### src/rtl/game_pkg.sv
// Shared game constants: FSM state encoding, score/level widths and limits
// used by the score controller and the game-logic blocks.
package game_pkg;

    typedef enum logic [1:0] {
        IDLE  = 2'd0,
        RUN   = 2'd1,
        PAUSE = 2'd2,
        OVER  = 2'd3
    } game_state_e;

    localparam int unsigned SCORE_W       = 10;
    localparam int unsigned LEVEL_W       = 3;
    localparam int unsigned HUND_W        = 7;
    localparam int unsigned MAX_SCORE_DEF = 999;
    localparam logic [LEVEL_W-1:0] LEVEL_CAP = 3'd7;
    localparam logic [HUND_W-1:0]  HUND_LAST = 7'd99;

endpackage

### src/rtl/score_ctrl_if.sv
// Button/collision inputs and score display outputs of the score controller.
interface score_ctrl_if;
    import game_pkg::*;

    logic               start;
    logic               pause;
    logic               collide;
    logic [SCORE_W-1:0] score;
    logic [SCORE_W-1:0] hi_score;
    logic [LEVEL_W-1:0] level;
    logic               running;
    logic               game_over;

    modport master (
        output start, pause, collide,
        input  score, hi_score, level, running, game_over
    );

    modport slave (
        input  start, pause, collide,
        output score, hi_score, level, running, game_over
    );

endinterface

### src/rtl/tick_gen.sv
// Score prescaler: counts 0..TICK_DIV-1 while enabled and flags the wrap cycle.
module tick_gen #(
    parameter int unsigned TICK_DIV = 25
) (
    input  logic clk2,
    input  logic reset,
    input  logic enable,
    input  logic clear,
    output logic tick
);

    localparam logic [15:0] LAST = 16'(TICK_DIV - 1);

    logic [15:0] count_q;
    logic [15:0] count_d;

    // Next prescaler value; clear wins over enable so a restart always begins at zero.
    always_comb begin
        count_d = count_q;
        tick    = 1'b0;
        if (clear) begin
            count_d = 16'd0;
        end else if (enable) begin
            if (count_q == LAST) begin
                count_d = 16'd0;
                tick    = 1'b1;
            end else begin
                count_d = count_q + 16'd1;
            end
        end else begin
            count_d = count_q;
        end
    end

    // Prescaler register.
    always_ff @(posedge clk2 or negedge reset) begin
        if (!reset) begin
            count_q <= 16'd0;
        end else begin
            count_q <= count_d;
        end
    end

endmodule

### src/rtl/score_ctrl.sv
// Game score controller: start/pause/collide FSM, saturating score with a
// hundreds-based speed level, and best-score tracking.
module score_ctrl
    import game_pkg::*;
#(
    parameter int unsigned TICK_DIV  = 25,
    parameter int unsigned MAX_SCORE = MAX_SCORE_DEF
) (
    input  logic        clk2,
    input  logic        reset,
    score_ctrl_if.slave bus
);

    localparam logic [SCORE_W-1:0] MAX_S = SCORE_W'(MAX_SCORE);

    game_state_e        state_q, state_d;
    logic [SCORE_W-1:0] score_q, score_d;
    logic [SCORE_W-1:0] hi_q, hi_d;
    logic [LEVEL_W-1:0] level_q, level_d;
    logic [HUND_W-1:0]  hund_q, hund_d;
    logic               running_q, running_d;
    logic               game_over_q, game_over_d;
    logic               start_q, start_d;
    logic               pause_q, pause_d;
    logic               armed_q, armed_d;

    logic start_edge_s;
    logic pause_edge_s;
    logic pre_en_s;
    logic pre_clr_s;
    logic tick_s;

    // Edges are only honoured once the edge registers hold a real sample, so a
    // button already held at reset release needs a fresh press.
    assign start_edge_s = armed_q & bus.start & ~start_q;
    assign pause_edge_s = armed_q & bus.pause & ~pause_q;

    assign pre_en_s  = (state_q == RUN) & ~bus.collide;
    assign pre_clr_s = start_edge_s & ((state_q == IDLE) | (state_q == OVER));

    tick_gen #(.TICK_DIV(TICK_DIV)) u_tick_gen (
        .clk2   (clk2),
        .reset  (reset),
        .enable (pre_en_s),
        .clear  (pre_clr_s),
        .tick   (tick_s)
    );

    // Next state and counter updates; collide outranks pause and start in RUN.
    always_comb begin
        state_d = state_q;
        score_d = score_q;
        hi_d    = hi_q;
        level_d = level_q;
        hund_d  = hund_q;
        start_d = bus.start;
        pause_d = bus.pause;
        armed_d = 1'b1;
        case (state_q)
            IDLE, OVER: begin
                if (start_edge_s) begin
                    state_d = RUN;
                    score_d = '0;
                    level_d = '0;
                    hund_d  = '0;
                end else begin
                    state_d = state_q;
                end
            end
            RUN: begin
                if (bus.collide) begin
                    state_d = OVER;
                    if (score_q > hi_q) begin
                        hi_d = score_q;
                    end else begin
                        hi_d = hi_q;
                    end
                end else begin
                    if (pause_edge_s) begin
                        state_d = PAUSE;
                    end else begin
                        state_d = RUN;
                    end
                    if (tick_s && (score_q < MAX_S)) begin
                        score_d = score_q + 10'd1;
                        if (hund_q == HUND_LAST) begin
                            hund_d = '0;
                            if (level_q != LEVEL_CAP) begin
                                level_d = level_q + 3'd1;
                            end else begin
                                level_d = level_q;
                            end
                        end else begin
                            hund_d = hund_q + 7'd1;
                        end
                    end else begin
                        score_d = score_q;
                    end
                end
            end
            PAUSE: begin
                if (pause_edge_s) begin
                    state_d = RUN;
                end else begin
                    state_d = PAUSE;
                end
            end
            default: begin
                state_d = IDLE;
            end
        endcase
        running_d   = (state_d == RUN);
        game_over_d = (state_d == OVER);
    end

    // State, counters, edge registers and registered status outputs.
    always_ff @(posedge clk2 or negedge reset) begin
        if (!reset) begin
            state_q     <= IDLE;
            score_q     <= '0;
            hi_q        <= '0;
            level_q     <= '0;
            hund_q      <= '0;
            running_q   <= 1'b0;
            game_over_q <= 1'b0;
            start_q     <= 1'b0;
            pause_q     <= 1'b0;
            armed_q     <= 1'b0;
        end else begin
            state_q     <= state_d;
            score_q     <= score_d;
            hi_q        <= hi_d;
            level_q     <= level_d;
            hund_q      <= hund_d;
            running_q   <= running_d;
            game_over_q <= game_over_d;
            start_q     <= start_d;
            pause_q     <= pause_d;
            armed_q     <= armed_d;
        end
    end

    assign bus.score     = score_q;
    assign bus.hi_score  = hi_q;
    assign bus.level     = level_q;
    assign bus.running   = running_q;
    assign bus.game_over = game_over_q;

endmodule

### src/flat_wrapper.sv
// flat-port wrapper written by rule: the top's interface ports become plain ports
module score_ctrl_flat import game_pkg::*;
#(
    parameter int unsigned TICK_DIV  = 25,
    parameter int unsigned MAX_SCORE = MAX_SCORE_DEF
)
  (clk2, reset, bus_start, bus_pause, bus_collide, bus_score, bus_hi_score, bus_level, bus_running, bus_game_over);
  score_ctrl_if bus_i ();
  input  logic clk2;
  input  logic reset;
  input wire logic [$bits(bus_i.start)-1:0] bus_start;
  input wire logic [$bits(bus_i.pause)-1:0] bus_pause;
  input wire logic [$bits(bus_i.collide)-1:0] bus_collide;
  output wire logic [$bits(bus_i.score)-1:0] bus_score;
  output wire logic [$bits(bus_i.hi_score)-1:0] bus_hi_score;
  output wire logic [$bits(bus_i.level)-1:0] bus_level;
  output wire logic [$bits(bus_i.running)-1:0] bus_running;
  output wire logic [$bits(bus_i.game_over)-1:0] bus_game_over;
  assign bus_i.start = bus_start;
  assign bus_i.pause = bus_pause;
  assign bus_i.collide = bus_collide;
  assign bus_score = bus_i.score;
  assign bus_hi_score = bus_i.hi_score;
  assign bus_level = bus_i.level;
  assign bus_running = bus_i.running;
  assign bus_game_over = bus_i.game_over;
  score_ctrl #(.TICK_DIV(TICK_DIV), .MAX_SCORE(MAX_SCORE)) u_core (.clk2(clk2), .reset(reset), .bus(bus_i));
endmodule
### config.mk
export PLATFORM = sky130hd
export DESIGN_NAME = score_ctrl_flat
export DESIGN_NICKNAME = d
export VERILOG_FILES = /design/src/rtl/game_pkg.sv /design/src/rtl/score_ctrl_if.sv /design/src/rtl/tick_gen.sv /design/src/rtl/score_ctrl.sv /design/src/flat_wrapper.sv
export SDC_FILE = /design/constraint.sdc
export NUM_CORES = 1
export LEC_CHECK = 0
export CORE_MARGIN = 2
export CORE_UTILIZATION = 36
export CTS_CLUSTER_SIZE = 8
export DETAILED_ROUTE_END_ITERATION = 16
export PLACE_DENSITY = 0.51
export SLEW_MARGIN = 20
export SYNTH_ARGS = -nofsm -noshare
export SYNTH_HDL_FRONTEND = slang
export SYNTH_SLANG_ARGS = --single-unit
### constraint.sdc
create_clock -name clk2 -period 3 [get_ports clk2]
set_input_delay 0.6 -clock clk2 [delete_from_list [all_inputs] [get_ports clk2]]
set_output_delay 0.6 -clock clk2 [all_outputs]
set_load 0.005 [all_outputs]
# After elaboration in Yosys (flattened, before gate mapping)
# Cells that the tools add are included.
[classes]
n_addsub = 4
magnitude_cmp = 2
eq_ne = 13
mux = 26
bitwise = 10
reduce_logical = 8
[op_table]
columns = ["cell", "n"]
rows = [
  ["two-way mux 16 bit", 3],
  ["two-way mux 10 bit", 3],
  ["two-way mux 7 bit", 4],
  ["case mux 10 bit (2 select lines)", 1],
  ["adder 16 x 1 -> 16 bit, second input constant", 1],
  ["equality test 16 x 5 -> 1 bit, second input constant", 1],
  ["two-way mux 3 bit", 5],
  ["case mux 7 bit (2 select lines)", 1],
  ["adder 10 x 1 -> 10 bit, second input constant", 1],
  ["greater-than comparator 10 bit", 1],
  ["< comparator 10 bit, second input constant", 1],
  ["two-way mux 2 bit", 4],
  ["!= test 2 bit, second input constant", 4],
  ["adder 7 x 1 -> 7 bit, second input constant", 1],
  ["equality test 7 bit, second input constant", 1],
  ["AND 1 bit", 6],
  ["equality test 2 bit, second input constant", 3],
  ["case mux 2 bit (3 select lines)", 1],
  ["case mux 3 bit (2 select lines)", 1],
  ["AND reduction 6 bit", 1],
  ["equality test 2 x 1 -> 1 bit, second input constant", 2],
  ["AND reduction 4 bit", 1],
  ["nonzero test 2 bit", 2],
  ["adder 3 x 1 -> 3 bit, second input constant", 1],
  ["9 further kinds", 13],
]
[word_totals]
register_bits = 53
input_bits = 5
wordCells = 74

# Depth between registers and ports, before layout
[depth]
word_depth = 8
mapped_depth = 8
depth_no_buf = 7

# Cells and area by module
# A second synthesis with hierarchy kept.
[hier_totals]
hier_cells = 369
hier_area_um2 = 3402.0
[modules_own_cells]
columns = ["mod", "n_inst", "cells_each", "area_per_inst_um2"]
rows = [
  ["score_ctrl", 1, 264, 2381.0],
  ["tick_gen", 1, 105, 1021.0],
]

# Worst setup path after synthesis
# Ideal clock, no wire load.
[synth_path]
path_type = "flip-flop to flip-flop"
startpoint = "reg u_core.u_tick_gen.count_q[6]"
endpoint = "reg u_core.hund_q[2]"
setup_time_ns = 0.131
arrival_time_ns = 2.071
path_slack_ns = 0.798
path_stages_with_launch = 7
period_less_slack_ns = 2.202
cell_sequence = "dfrtp_1 -> or4b_4 -> nor4_4 -> and3_1 -> buf_6 -> a211oi_1 -> or3_1"
[synth_between]
elab_chain_len = 7
[synth_lines]
columns = ["element", "line", "rtl"]
rows = [
  ["start, declared", "tick_gen.sv:14", "logic [15:0] count_q;"],
  ["start signal, assigned", "tick_gen.sv:40", "count_q <= count_d;"],
  ["equality test 16 x 5 -> 1 bit", "tick_gen.sv:24", "if (count_q == LAST) begin"],
  ["two-way mux 1 bit", "tick_gen.sv:24", ""],
  ["two-way mux 1 bit", "tick_gen.sv:23", "end else if (enable) begin"],
  ["two-way mux 1 bit", "tick_gen.sv:21", "if (clear) begin"],
  ["logical AND 1 bit", "score_ctrl.sv:84", "if (tick_s && (score_q < MAX_S)) begin"],
  ["!= test 2 bit (no source line)", "n/a", ""],
  ["AND reduction 4 bit (no source line)", "n/a", ""],
  ["end signal, assigned", "score_ctrl.sv:134", "hund_q <= hund_d;"],
  ["end, declared", "score_ctrl.sv:20", "logic [HUND_W-1:0] hund_q, hund_d;"],
]
# Every way passes these cells.
# A chain may end at the register's enable or synchronous reset.

# Worst setup path in the final report
[layout_path]
startpoint = "reg u_core.score_q[0], in the netlist u_core.bus.score[0]"
endpoint = "reg u_core.hund_q[2]"
[layout_between]
elab_chain_len = 4
[layout_lines]
columns = ["element", "line", "rtl"]
rows = [
  ["start, declared", "score_ctrl.sv:17", "logic [SCORE_W-1:0] score_q, score_d;"],
  ["start signal, assigned", "score_ctrl.sv:131", "score_q <= score_d;"],
  ["< comparator 10 bit", "score_ctrl.sv:84", ""],
  ["logical AND 1 bit", "score_ctrl.sv:84", ""],
  ["!= test 2 bit (no source line)", "n/a", ""],
  ["AND reduction 4 bit (no source line)", "n/a", ""],
]
# Every way passes these cells.

==> impl_metrics.yaml <==
clock_network:
  numCtsBuffers: 5
  postCtsHoldBufs: 0
  cts_tree: "yes"
  cts_sinks: 53
  cts_setup_buffers: 0
  clock_latency_ps: 310
  clk_path_buf_depth: 2
  htreeDepth: 2
  clk_pin_slew_ps: 100
  cts-root-buf: "clkbuf_8"
  cts-resized-gates: 0
setup_path:
  cpMaxStageDelayCell: "dfrtp_1"
  end_kind: "register"
  critical_path_class: "register to register"
  cp_slowest_stage_delay_ps: 470
  required_ps: 3190
  crit_family: "compound AO/OA/AOI/OAI gates"
  path_max_fanout: 9
  rr_worst_depth: 6
  critPathBufInv: 0
  cp.arrival_ps: 2740
  critical_path.cell_chain: "ha_1, a211o_2, a31oi_1, and3_1, a211oi_1, or3_1"
  worst_setup_path_start_kind: "register"
  cp.depth: 6
finish:
  final_nets: 359
  utilization_pct: 43.4
  n_fill_cell: 791
  area_growth_pct: 17.4
  antennaDiodeCount: 0
  layout_commonest_cell: "dfrtp_1"
  final_cell_mix: "dfrtp_1, clkdlybuf4s50_1, inv_1, nor2_1, nand2_1"
  multi_input_area_um2: 1530
  ff_latch_area_um2: 1330
  drive_above_1_share_pct: 11.9
timing:
  tightest_slew_ps: 718
  fmax_ghz: 0.392
  finalMaxSlewViolations: 0
  slew_headroom_pct: 52.2
  min_period_ps: 2550
  rsz0062_at_grt: "no"
  hold_viol: 0
  setup_viol: 0
  skew_ps: 11.4
  finalCritPeriodShare_pct: 85.0
  finalSetupTns_ps: 0
synth:
  netlist_area_um2: 3010
  yosys.cell_types.count: 63
  synth_area_per_cell_um2: 10.0
  yosysSeqAreaShare_pct: 44.1
  ys.warnings.count: 0
  yosys.area.top_type: "dfrtp_1"
  async_flop_share_pct: 100
  synth_top_cell_area_share_pct: 44.1
  ys_ff_latch: 53
  synth-edff-count: 0
  ys.flop_type: "dfrtp_1"
  syn_inst: 300
  syn-num-nets: 323
  ys_top_cells_by_area: "dfrtp_1, ha_1, inv_1"
drt:
  viasPerCell: 5.29
  ant_nets: 0
  route.detailed.wl_per_inst_um: 15.2
  dr.pass1.iters: 4
  wl_um: 6710
  route.vias.total: 2335
  drt_iter0_drc: 83
  route.detailed.drc: 0
run_status:
  status: "completed"
placed_design:
  portBuffers: 29
  place.detailed.hpwl_um: 4910
  gp_congestion: 0.771
power:
  powerDensity_nw_per_um2: 637
  leakagePower_nw: 1.56
  ir_drop_mv: 0.377
floorplan:
  initial_core_util_pct: 36.9
  dieArea_um2: 9100
  boundaryPins: 30
  fp-row-count: 33
  core_area_um2: 8130
  die_x_um: 95.4
  fp.dieH_um: 95.4
global_route:
  grt_use_total_pct: 16.0
  grt_max_degree: 30
  grt_overflow_total: 0
  grt_pass1_vias: 2285
  grt_pass1_wl_um: 11400
  antenna_found_initial: 0
run:
  cap_violations: 0
min_path:
  hp-class: "primary input to asynchronous set/reset pin"
[cell usage after synthesis, drive strengths merged, types with 2 or more instances]
| master | count |
|---|---|
| inv | 25 |
| xnor2 | 8 |
| ha | 18 |
| mux2i | 4 |
| nand4 | 10 |
| a21oi | 10 |
| o21ai | 11 |
| o41ai | 4 |
| nor2 | 23 |
| o22ai | 2 |
| and3 | 7 |
| a41oi | 2 |
| a21boi | 2 |
| mux2 | 7 |
| and2 | 2 |
| or3 | 3 |
| clkbuf | 6 |
| nor2b | 4 |
| a221oi | 2 |
| nand2b | 3 |
| a211oi | 2 |
| a31oi | 7 |
| a211o | 2 |
| nand2 | 19 |
| buf | 2 |
| and4 | 2 |
| a22o | 4 |
| nor4 | 2 |
| a2111o | 2 |
| nand3b | 3 |
| dfrtp | 53 |
| nand3 | 16 |
| a21o | 4 |
| a2bb2oi | 2 |
| nor3b | 2 |
| or4 | 4 |
| xor2 | 4 |
| nor3 | 4 |
[final timing paths]
check                      slack [ps]                                        to                                from
hold reg to reg                   540        u_core.bus.hi_score[6]$_DFFE_PN0P_  u_core.bus.hi_score[6]$_DFFE_PN0P_
hold / removal                    340  u_core.u_tick_gen.count_q[2]$_DFFE_PN0P_                               reset
min in group clk2                 540        u_core.bus.hi_score[6]$_DFFE_PN0P_  u_core.bus.hi_score[6]$_DFFE_PN0P_
setup / recovery                  450              u_core.hund_q[2]$_DFFE_PN0P_     u_core.bus.score[0]$_DFFE_PN0P_
setup reg to reg                  450              u_core.hund_q[2]$_DFFE_PN0P_     u_core.bus.score[0]$_DFFE_PN0P_
max in group asynchronous        2000           u_core.bus.score[8]$_DFFE_PN0P_                               reset
[metrics by stage]
step                      cells  instance area [um2]  total power [mW]  setup slack (ps)  hold WS, ps
final                       441                 3530              2.25               450          342
after global routing        441                 3530              2.43               302          393
after CTS                   441                 3530              2.28               441          367
after detailed placement    434                 3420              1.78               459          510
after global placement      434                 3420              1.78               542          513
after floorplan             300                 3010              1.48               798          304
[cell type report]
| cell class | instances | share of cell area (%) |
|---|---|---|
| Tap cell | 105 | 3.72 |
| Sequential cell | 53 | 37.6 |
| Clock buffer | 5 | 1.95 |
| Timing Repair Buffer | 37 | 9.79 |
| Inverter | 25 | 2.66 |
| Clock inverter | 2 | 0.993 |
| Multi-Input combinational cell | 214 | 43.3 |
[state kept, by name, summed over array words and instances (netlist names)]
signal,flops
u_core.u_tick_gen.count_q,16
u_core.start_q,1
u_core.bus.game_over,1
u_core.armed_q,1
u_core.pause_q,1
u_core.bus.hi_score,10
u_core.bus.score,10
u_core.state_q,2
u_core.bus.running,1
u_core.hund_q,7
u_core.bus.level,3
[logic make-up after synthesis]
kind of cell / count (synthesis) / synth area share, %
and+or+nand+nor: 109 / 20.3
muxes: 11 / 3.96
buffers and inverters: 33 / 5.08
other: 1 / 0.125
xor gates and xnor gates: 12 / 3.50
adders and majority gates: 18 / 7.49
AOI/OAI and AO/OA: 63 / 15.4
DFF: 53 / 44.1
[where the power goes]
group | internal (mW) | switching [mW] | total, mW
sequential | 0.820 | 0.109 | 0.929
combinational | 0.372 | 0.462 | 0.833
clock | 0.243 | 0.241 | 0.484
[layer usage]
| layer | wire, um | part of all wire, % | vias to the layer above | GRT usage [%] |
|---|---|---|---|---|
| met3 | 204 | 3.0 | 6 | 2.69 |
| met4 | 70 | 1.0 | 0 | 3.69 |
| met2 | 3150 | 47 | 28 | 26.2 |
| met1 | 3280 | 49 | 1137 | 22.3 |
| met5 | 0 | 0 | - | 0 |
| li1 | - | - | 1164 | - |
Note: power is estimated with default switching activity, not from simulation.
